<file path="src/rtl/vedic_add_sequencer_if.sv">
// Handshake/bus bundle between the sub-multiplier array, the shared 64-bit adder and
// vedic_add_sequencer. The sequencer uses the slave modport.
interface vedic_add_sequencer_if;
  logic         start;
  logic [63:0]  PP_LL;
  logic [63:0]  PP_LH;
  logic [63:0]  PP_HL;
  logic [63:0]  PP_HH;
  logic [63:0]  ADD_A;
  logic [63:0]  ADD_B;
  logic         add_cin;
  logic [63:0]  ADD_SUM;
  logic         add_cout;
  logic         busy;
  logic         done;
  logic [127:0] PRODUCT;
  logic         err;

  modport slave (
    input  start, PP_LL, PP_LH, PP_HL, PP_HH, ADD_SUM, add_cout,
    output ADD_A, ADD_B, add_cin, busy, done, PRODUCT, err
  );

  modport master (
    output start, PP_LL, PP_LH, PP_HL, PP_HH, ADD_SUM, add_cout,
    input  ADD_A, ADD_B, add_cin, busy, done, PRODUCT, err
  );
endinterface

</file>
<file path="src/rtl/vedic_add_sequencer.sv">
// Folds the four 64-bit Vedic partial products into a 128-bit product using three passes
// through one shared 64-bit adder. Optional overflow check: define VEDIC_SEQ_CHECK_EN.
module vedic_add_sequencer #(
  parameter int unsigned ADD_WAIT = 0
) (
  input logic                  clk,
  input logic                  rst_n,
  vedic_add_sequencer_if.slave bus
);

  localparam logic [3:0] WaitInit = 4'(ADD_WAIT);

  typedef enum logic [2:0] {StIdle, StAddMid, StAddLo, StAddHi, StDone} state_e;

  state_e       state_q;
  logic [3:0]   wait_q;
  logic [63:0]  ll_q, lh_q, hl_q, hh_q;
  logic [63:0]  m_q;
  logic         mc_q;
  logic         c2_q;
  logic [127:0] product_q;
  logic         busy_q;
  logic         done_q;
  logic         last;
  logic [63:0]  add_a;
  logic [63:0]  add_b;
  logic         add_cin;

  // Adder result is sampled only on the final cycle of each multicycle pass.
  assign last = (wait_q == 4'd0);

  always_comb begin
    add_a   = '0;
    add_b   = '0;
    add_cin = 1'b0;
    case (state_q)
      StAddMid: begin
        add_a = lh_q;
        add_b = hl_q;
      end
      StAddLo: begin
        add_a = {hh_q[31:0], ll_q[63:32]};
        add_b = m_q;
      end
      StAddHi: begin
        add_a   = {32'b0, hh_q[63:32]};
        add_b   = {63'b0, mc_q};
        add_cin = c2_q;
      end
      default: ;
    endcase
  end

  assign bus.ADD_A   = add_a;
  assign bus.ADD_B   = add_b;
  assign bus.add_cin = add_cin;
  assign bus.busy    = busy_q;
  assign bus.done    = done_q;
  assign bus.PRODUCT = product_q;

  always_ff @(posedge clk or negedge rst_n) begin
    if (!rst_n) begin
      state_q   <= StIdle;
      wait_q    <= 4'd0;
      ll_q      <= '0;
      lh_q      <= '0;
      hl_q      <= '0;
      hh_q      <= '0;
      m_q       <= '0;
      mc_q      <= 1'b0;
      c2_q      <= 1'b0;
      product_q <= '0;
      busy_q    <= 1'b0;
      done_q    <= 1'b0;
    end else begin
      done_q <= 1'b0;
      case (state_q)
        StIdle: begin
          if (bus.start) begin
            ll_q    <= bus.PP_LL;
            lh_q    <= bus.PP_LH;
            hl_q    <= bus.PP_HL;
            hh_q    <= bus.PP_HH;
            wait_q  <= WaitInit;
            busy_q  <= 1'b1;
            state_q <= StAddMid;
          end
        end
        StAddMid: begin
          if (last) begin
            m_q     <= bus.ADD_SUM;
            mc_q    <= bus.add_cout;
            wait_q  <= WaitInit;
            state_q <= StAddLo;
          end else begin
            wait_q <= wait_q - 4'd1;
          end
        end
        StAddLo: begin
          if (last) begin
            product_q[95:32] <= bus.ADD_SUM;
            product_q[31:0]  <= ll_q[31:0];
            c2_q             <= bus.add_cout;
            wait_q           <= WaitInit;
            state_q          <= StAddHi;
          end else begin
            wait_q <= wait_q - 4'd1;
          end
        end
        StAddHi: begin
          if (last) begin
            product_q[127:96] <= bus.ADD_SUM[31:0];
            state_q           <= StDone;
          end else begin
            wait_q <= wait_q - 4'd1;
          end
        end
        StDone: begin
          done_q  <= 1'b1;
          busy_q  <= 1'b0;
          state_q <= StIdle;
        end
        default: state_q <= StIdle;
      endcase
    end
  end

`ifdef VEDIC_SEQ_CHECK_EN
  logic err_q;

  // The final pass can never legitimately carry past bit 31; a carry there is a fault.
  always_ff @(posedge clk or negedge rst_n) begin
    if (!rst_n) begin
      err_q <= 1'b0;
    end else if (state_q == StIdle && bus.start) begin
      err_q <= 1'b0;
    end else if (state_q == StAddHi && last &&
                 (bus.ADD_SUM[63:32] != 32'd0 || bus.add_cout)) begin
      err_q <= 1'b1;
    end
  end

  assign bus.err = err_q;
`else
  assign bus.err = 1'b0;
`endif

endmodule

</file>
<file path="src/flat_wrapper.sv">
// flat-port wrapper written by rule: the top's interface ports become plain ports
module vedic_add_sequencer_flat 
#(
  parameter int unsigned ADD_WAIT = 0
)
  (clk, rst_n, bus_start, bus_PP_LL, bus_PP_LH, bus_PP_HL, bus_PP_HH, bus_ADD_SUM, bus_add_cout, bus_ADD_A, bus_ADD_B, bus_add_cin, bus_busy, bus_done, bus_PRODUCT, bus_err);
  vedic_add_sequencer_if bus_i ();
  input logic clk;
  input logic rst_n;
  input wire logic [$bits(bus_i.start)-1:0] bus_start;
  input wire logic [$bits(bus_i.PP_LL)-1:0] bus_PP_LL;
  input wire logic [$bits(bus_i.PP_LH)-1:0] bus_PP_LH;
  input wire logic [$bits(bus_i.PP_HL)-1:0] bus_PP_HL;
  input wire logic [$bits(bus_i.PP_HH)-1:0] bus_PP_HH;
  input wire logic [$bits(bus_i.ADD_SUM)-1:0] bus_ADD_SUM;
  input wire logic [$bits(bus_i.add_cout)-1:0] bus_add_cout;
  output wire logic [$bits(bus_i.ADD_A)-1:0] bus_ADD_A;
  output wire logic [$bits(bus_i.ADD_B)-1:0] bus_ADD_B;
  output wire logic [$bits(bus_i.add_cin)-1:0] bus_add_cin;
  output wire logic [$bits(bus_i.busy)-1:0] bus_busy;
  output wire logic [$bits(bus_i.done)-1:0] bus_done;
  output wire logic [$bits(bus_i.PRODUCT)-1:0] bus_PRODUCT;
  output wire logic [$bits(bus_i.err)-1:0] bus_err;
  assign bus_i.start = bus_start;
  assign bus_i.PP_LL = bus_PP_LL;
  assign bus_i.PP_LH = bus_PP_LH;
  assign bus_i.PP_HL = bus_PP_HL;
  assign bus_i.PP_HH = bus_PP_HH;
  assign bus_i.ADD_SUM = bus_ADD_SUM;
  assign bus_i.add_cout = bus_add_cout;
  assign bus_ADD_A = bus_i.ADD_A;
  assign bus_ADD_B = bus_i.ADD_B;
  assign bus_add_cin = bus_i.add_cin;
  assign bus_busy = bus_i.busy;
  assign bus_done = bus_i.done;
  assign bus_PRODUCT = bus_i.PRODUCT;
  assign bus_err = bus_i.err;
  vedic_add_sequencer #(.ADD_WAIT(ADD_WAIT)) u_core (.clk(clk), .rst_n(rst_n), .bus(bus_i));
endmodule
</file>
<file path="config.mk">
export PLATFORM = sky130hd
export DESIGN_NAME = vedic_add_sequencer_flat
export DESIGN_NICKNAME = d
export VERILOG_FILES = /design/src/rtl/vedic_add_sequencer_if.sv /design/src/rtl/vedic_add_sequencer.sv /design/src/flat_wrapper.sv
export SDC_FILE = /design/constraint.sdc
export NUM_CORES = 1
export LEC_CHECK = 0
export CORE_AREA = 2 2 228 230
export DETAILED_ROUTE_END_ITERATION = 12
export DIE_AREA = 0 0 230 232
export PLACE_DENSITY = 0.69
export SYNTH_ARGS = -nofsm -noshare
export SYNTH_HDL_FRONTEND = slang
export SYNTH_SLANG_ARGS = --single-unit
</file>
<file path="constraint.sdc">
create_clock -name clk -period 2.4 [get_ports clk]
set_input_delay 0.72 -clock clk [delete_from_list [all_inputs] [get_ports clk]]
set_output_delay 0.72 -clock clk [all_outputs]
set_load 0.03 [all_outputs]
</file>
==> results.yml, run 1 <==
floorplan:
  die_w_um: 230
  core_area_sq_um: 50900
  num_io_pins: 584
  die_h_um: 232
  dieArea_sq_um: 53400
  rows: 83
  initial_utilization_pct: 37.2
synth:
  ys_types: 37
  postSynthCellCount: 1230
  synth_area_leaders: "dfrtp_1, mux2_2, a22o_1, a22oi_1, buf_4"
  netlist.area_leader.share_pct: 60.7
  synth_nets: 1555
  synth_seq_cells: 459
  synth_area_sq_um: 18900
  synth_seq_area_share_pct: 60.7
  syn_avg_cell_area_sq_um: 15.4
  yosysWarnings: 0
  yosysTopAreaCell: "dfrtp_1"
critical_path:
  path_common_cell: "buf_6"
  crit_path_end_kind: "output port"
  slowest_delay_ps: 450
  arrival_ps: 2080
  cp-start-kind: "register"
  crit_chain: "buf_6, nor3_4, buf_6, buf_12, clkbuf_16, a22o_1, buf_6"
  required_ps: 1680
  crit_fanout: 6
  critical_path_class: "register to output port"
  crit_slowest_cell: "dfrtp_2"
power_and_ir_drop:
  p_leak_nw: 12.7
  power.total_w: 0.0475
  switching_power_w: 0.0180
  swShare_pct: 38.0
  p_clk_share_pct: 16.3
  internal_power_w: 0.0294
  power_frac_seq_pct: 29.5
  p_per_area_nw_per_um2: 1630
  ir_drop_uv: 907
  combPwrFrac_pct: 54.3
place:
  gp_congestion: 0.826
  hpwl_mm: 40.0
  io_buffers: 582
  pre_cts_ws_ps: -101
routing:
  antenna_left: 0
  wl_mm: 58.8
  vias: 13200
  wl_per_cell_um: 22.5
  drc_errors: 0
  firstDrtPassIters: 4
  drt_iter0_markers: 555
  viasPerCell: 5.05
timing:
  worst_slack_ps: -401
  fmax_ghz: 0.357
  relSlewSlack_pct: 64.4
  fin_crit_sh_pct: 117
  setup_viol: 129
  hold_viol_final: 0
  worstMarginPinSlew_ps: 534
  rsz0062_at_grt: "true"
  drv_slew: 0
  layout_min_cycle_time_ps: 2800
  clock_skew_ps: 16.9
global_route:
  grt_max_degree: 66
  grtUsageTotal_pct: 21.3
  overflow: 0
  grt_pass1_wl_mm: 86.9
  grt_pass1_vias: 14300
  antenna_found_initial: 4
cts:
  hold_buffers: 0
  cts_sinks: 459
  cts_max_level: 2
  path_clk_slew_ps: 60
  cts_tree: "built"
  clk_latency_ps: 590
  cts_max_path_buffers: 3
  cts_root_buffer: "clkbuf_16"
  cts_inserted_buffers: 50
cells_and_area:
  final_nets: 2217
  drive_above_1_share_pct: 45.3
  syn_to_final_growth_pct: 53.7
status:
  violations: "setup timing"
  status: "complete, but fails checks"
hold_path:
  hp-class: "primary input to asynchronous set/reset pin"
flow_run:
  max_cap_violations: 0
[worst max-delay path: cells and delay by family, from the launching register on]
family,cells,cell delay (ps)
buffers and inverters,5,760
AOI/OAI and AO/OA,1,160
and+or+nand+nor,1,100
DFF,1,450
[synth_stat cells]
cell type	instances
a211o_1	1
a21o_1	1
a21oi_1	1
a22o_1	95
a22oi_1	33
a311oi_1	1
and3_1	1
and4b_1	1
buf_1	6
buf_2	27
buf_4	33
buf_6	3
clkbuf_1	20
conb_1	1
dfrtp_1	459
ha_1	1
inv_1	5
mux2_2	483
mux2i_1	1
nand2_1	4
nand3b_2	1
nor2_1	34
nor2b_1	1
nor3_1	2
nor3_2	1
nor3b_1	1
nor3b_2	1
nor4b_4	2
o21ai_0	2
o21ba_2	1
o221ai_1	1
o22ai_1	1
o31ai_1	1
or3_1	1
or3b_2	1
or4_1	1
xnor2_1	1
[final timing paths]
| check | start | end | slack [ps] | depth (start not counted) |
|---|---|---|---|---|
| max | u_core.state_q[0]$_DFFE_PN0P_ | bus_ADD_B[60] | -400 | 7 |
| max reg2reg | u_core.state_q[0]$_DFFE_PN0P_ | u_core.hh_q[50]$_DFFE_PN0P_ | 80 | 8 |
| min in group clk | u_core.bus.busy$_DFFE_PN0P_ | u_core.bus.busy$_DFFE_PN0P_ | 480 | 1 |
| min | rst_n | u_core.lh_q[13]$_DFFE_PN0P_ | 60 | 1 |
| min reg2reg | u_core.bus.busy$_DFFE_PN0P_ | u_core.bus.busy$_DFFE_PN0P_ | 480 | 1 |
| max in group asynchronous | rst_n | u_core.hl_q[51]$_DFFE_PN0P_ | 1530 | 3 |
[cell usage in the layout (no fill, tap or decap), types with 2 or more instances in the layout]
cell / synthesis / routed
dfrtp_1: 459 / 456
buf_16: 0 / 5
nand2_1: 4 / 3
o21ai_0: 2 / 2
clkdlybuf4s50_1: 0 / 381
clkbuf_16: 0 / 59
a22o_1: 95 / 83
a22oi_2: 0 / 33
clkinv_2: 0 / 9
nor2_2: 0 / 5
dlymetal6s2s_1: 0 / 34
clkinv_4: 0 / 2
buf_8: 0 / 12
inv_6: 0 / 2
mux2_2: 483 / 459
inv_1: 5 / 4
buf_4: 33 / 68
a22o_4: 0 / 12
clkbuf_1: 20 / 12
clkbuf_8: 0 / 13
nor4b_4: 2 / 2
dfrtp_2: 0 / 3
mux2_4: 0 / 24
nor3_1: 2 / 2
nor2_1: 34 / 29
buf_6: 3 / 107
buf_12: 0 / 46
bufinv_16: 0 / 3
diode_2: 0 / 3
dlygate4sd2_1: 0 / 37
[power by group through the flow]
stage	Clock, W	Sequential, W	Combinational [W]
CTS	0.00791	0.0139	0.0252
detailed placement	0	0.0140	0.0228
global placement	0	0.0138	0.0224
floorplan	0	0.0156	0.0121
finish	0.00772	0.0140	0.0258
global route	0.00825	0.0145	0.0270
[sequential cells by signal, indices dropped and copies added (netlist names)]
| register | cells |
|---|---|
| u_core.hl_q | 64 |
| u_core.m_q | 64 |
| u_core.c2_q | 1 |
| u_core.bus.done | 1 |
| u_core.mc_q | 1 |
| u_core.bus.busy | 1 |
| u_core.ll_q | 64 |
| u_core.hh_q | 64 |
| u_core.wait_q | 4 |
| u_core.bus.PRODUCT | 128 |
| u_core.state_q | 3 |
| u_core.lh_q | 64 |
[area by class of cell]
| cell class | instances | area (sq um) |
|---|---|---|
| Multi-Input combinational cell | 677 | 7320 |
| Antenna cell | 3 | 7.51 |
| Fill cell | 4078 | 21800 |
| Clock inverter | 18 | 194 |
| Clock buffer | 75 | 1480 |
| Sequential cell | 459 | 11500 |
| Timing Repair Buffer | 699 | 7740 |
| Inverter | 5 | 18.8 |
| Tap cell | 680 | 851 |
[repair_timing]
| action | 4_1_cts | 5_1_grt |
|---|---|---|
| pin swaps | 33 | 70 |
| cloned | 13 | 10 |
| setup buffers | 26 | 11 |
| resized for setup | 200 | 112 |
| hold endpoints to repair | 0 | 0 |
| endpoints found under the setup margin | 166 | 163 |
[per-layer routing]
metal,part of all wire (%),up-vias,track usage [%]
met5,0.019,-,0
met4,3.3,2,7.64
met3,6.5,110,5.38
met2,51,439,37.0
met1,40,6811,25.5
li1,-,5840,-
[cell families after synthesis]
family,Yosys count,synth area share [%]
XOR/XNOR,1,0.0463
AND/OR/NAND/NOR,52,1.51
multiplexers,484,28.8
buffers and inverters,94,2.82
other,1,0.0198
adder cells (fa/ha/maj),1,0.0661
flip-flops,459,60.7
AO/OA/AOI/OAI,138,6.09
[per-stage QoR]
stage / setup TNS (ps) / instance area, sq um / hold WS [ps] / util, % / cells
3_3_place_gp: -7790 / 25700 / 474 / 50.6 / 2471
2_1_floorplan: 0 / 18900 / 424 / - / 1230
4_1_cts: -55460 / 28600 / 43.7 / 56.2 / 2603
5_1_grt: -56380 / 29100 / 56.1 / 57.2 / 2616
3_5_place_dp: -9830 / 25700 / 474 / 50.6 / 2471
6_report: -45950 / 29100 / 62.3 / 57.2 / 2616
(Power assumes the default switching activity.)
==> inputs of run 2 (changes only) <==
Settings changed: CELL_PAD_IN_SITES_DETAIL_PLACEMENT set to 1, CELL_PAD_IN_SITES_GLOBAL_PLACEMENT set to 1, CORE_AREA 2 2 228 230 to not set, CORE_MARGIN set to 1, CORE_UTILIZATION set to 38, DIE_AREA 0 0 230 232 to not set, GPL_ROUTABILITY_DRIVEN set to 1, PLACE_DENSITY 0.69 to 0.84.
==> run 2 against run 1 <==
Net effect:
- the run still ends with setup timing left
- routed wire length up 21%
- critical path type unchanged
- largest cell class unchanged
- flip-flop and latch count unchanged
- total power rose by 2.1%
- sequential power grew 4%
==> results.yml, run 2 (synthesized netlist as in run 1, its figures left out) <==
status:
  status: "complete, but fails checks"
  violations: "setup timing"
global_route:
  overflow: 0
  met1_usage_pct: 30.1
  grtUsageTotal_pct: 27.1
  antenna_found_initial: 12
  grt-busiest-layer: "met2"
  grt_pass1_vias: 15700
  grt_pass1_wl_mm: 103
  grtUsageMet2_pct: 49.0
  grt_max_degree: 75
  gr-usage-met3_pct: 6.71
floorplan:
  die_h_um: 225
  die_w_um: 225
  rows: 81
  num_io_pins: 584
  core_area_sq_um: 49100
  initial_utilization_pct: 38.6
  dieArea_sq_um: 50700
timing:
  drv_slew: 0
  clock_skew_ps: 16.5
  fin_crit_sh_pct: 121
  fmax_ghz: 0.345
  hold_ws_ps: 62.3
  setup_viol: 129
  worst_slack_ps: -495
  hold_viol_final: 0
  layout_min_cycle_time_ps: 2890
  rsz0062_at_grt: "true"
cts:
  cts_inserted_buffers: 51
  cts_max_level: 2
  cts_sinks: 459
  cts_max_path_buffers: 3
  path_clk_slew_ps: 60
  hold_buffers: 0
  cts_root_buffer: "clkbuf_16"
  cts_tree: "built"
  clk_latency_ps: 590
routing:
  drc_errors: 0
  firstDrtPassIters: 4
  viasPerCell: 5.24
  wl_per_cell_um: 27.3
  antenna_left: 0
  vias: 13600
  wl_mm: 70.9
  drt_iter0_markers: 569
critical_path:
  arrival_ps: 2170
  cp-start-kind: "register"
  crit_path_end_kind: "output port"
  critical_path_class: "register to output port"
  required_ps: 1680
  crit_fanout: 5
power_and_ir_drop:
  p_leak_nw: 12.4
  ir_drop_uv: 965
  p_per_area_nw_per_um2: 1680
  power.total_w: 0.0485
cells_and_area:
  largest_reg_flops: 128
  n_fill_cell: 4657
  final_nets: 2213
  drive_above_1_share_pct: 45.0
  fin_util_pct: 59.0
  seq_area_sq_um: 11500
  layout_commonest_cell: "mux2_2"
  syn_to_final_growth_pct: 52.8
  multiInputGateArea_sq_um: 7270
  final_cell_mix: "mux2_2, dfrtp_1, clkdlybuf4s50_1, buf_6, a22o_1"
place:
  pre_cts_ws_ps: -132
  gp_congestion: 0.810
  io_buffers: 582
  hpwl_mm: 45.0
flow_run:
  max_cap_violations: 0
hold_path:
  hp-class: "primary input to asynchronous set/reset pin"
==> run 2: repair_timing <==
item | 4_1_cts | 5_1_grt
resized for setup | 207 | 66
setup endpoints to repair | 177 | 147
buffers inserted | 20 | 9
gates cloned | 11 | 8
pin swaps | 24 | 97
==> run 2: critical path: stages (launching register included) <==
cell     delay, ps
dfrtp_2        410
buf_6          120
buf_6          100
nor2b_4        250
buf_12         170
a22oi_2         80
nor2_1         250
buf_4          220
==> run 2: per-layer routing <==
layer | wire, um | vias to the layer above
met5 | 0 | -
met4 | 2970 | 0
met3 | 4490 | 154
met2 | 37600 | 502
met1 | 25900 | 7154
li1 | - | 5821
==> run 2: per-stage QoR <==
step / TNS (ps) / std cells / area [sq um]
after floorplan: 0 / 1230 / 18900
after global placement: -18890 / 2456 / 25800
after detailed placement: -22170 / 2456 / 25800
after CTS: -57360 / 2577 / 28500
after global routing: -64070 / 2600 / 28900
final: -55870 / 2600 / 28900
==> run 2: path summary, 6_finish.rpt <==
kind                                               startpoint                            endpoint  slack [ps]  cells past startpoint
max                             u_core.state_q[0]$_DFFE_PN0P_                        bus_ADD_A[0]        -490                      7
min                                                     rst_n         u_core.hh_q[62]$_DFFE_PN0P_          60                      1
max reg2reg                     u_core.state_q[1]$_DFFE_PN0P_         u_core.hh_q[19]$_DFFE_PN0P_         100                      6
min reg2reg                u_core.bus.PRODUCT[43]$_DFFE_PN0P_  u_core.bus.PRODUCT[43]$_DFFE_PN0P_         500                      1
max in group asynchronous                               rst_n  u_core.bus.PRODUCT[12]$_DFFE_PN0P_        1500                      3
min in group clk           u_core.bus.PRODUCT[43]$_DFFE_PN0P_  u_core.bus.PRODUCT[43]$_DFFE_PN0P_         500                      1
==> run 2: layout make-up <==
class / count / area share (%)
Tap cell: 664 / 2.87
Clock inverter: 17 / 0.558
Multi-Input combinational cell: 677 / 25.1
Inverter: 5 / 0.0649
Clock buffer: 73 / 4.98
Timing Repair Buffer: 694 / 26.6
Antenna cell: 11 / 0.0952
Sequential cell: 459 / 39.7
==> run 2: power breakdown <==
part           internal (W)  switching, W  total (W)
Clock               0.00438       0.00328    0.00767
Sequential           0.0118       0.00270     0.0145
Combinational        0.0130        0.0133     0.0263
Total                0.0292        0.0193     0.0485
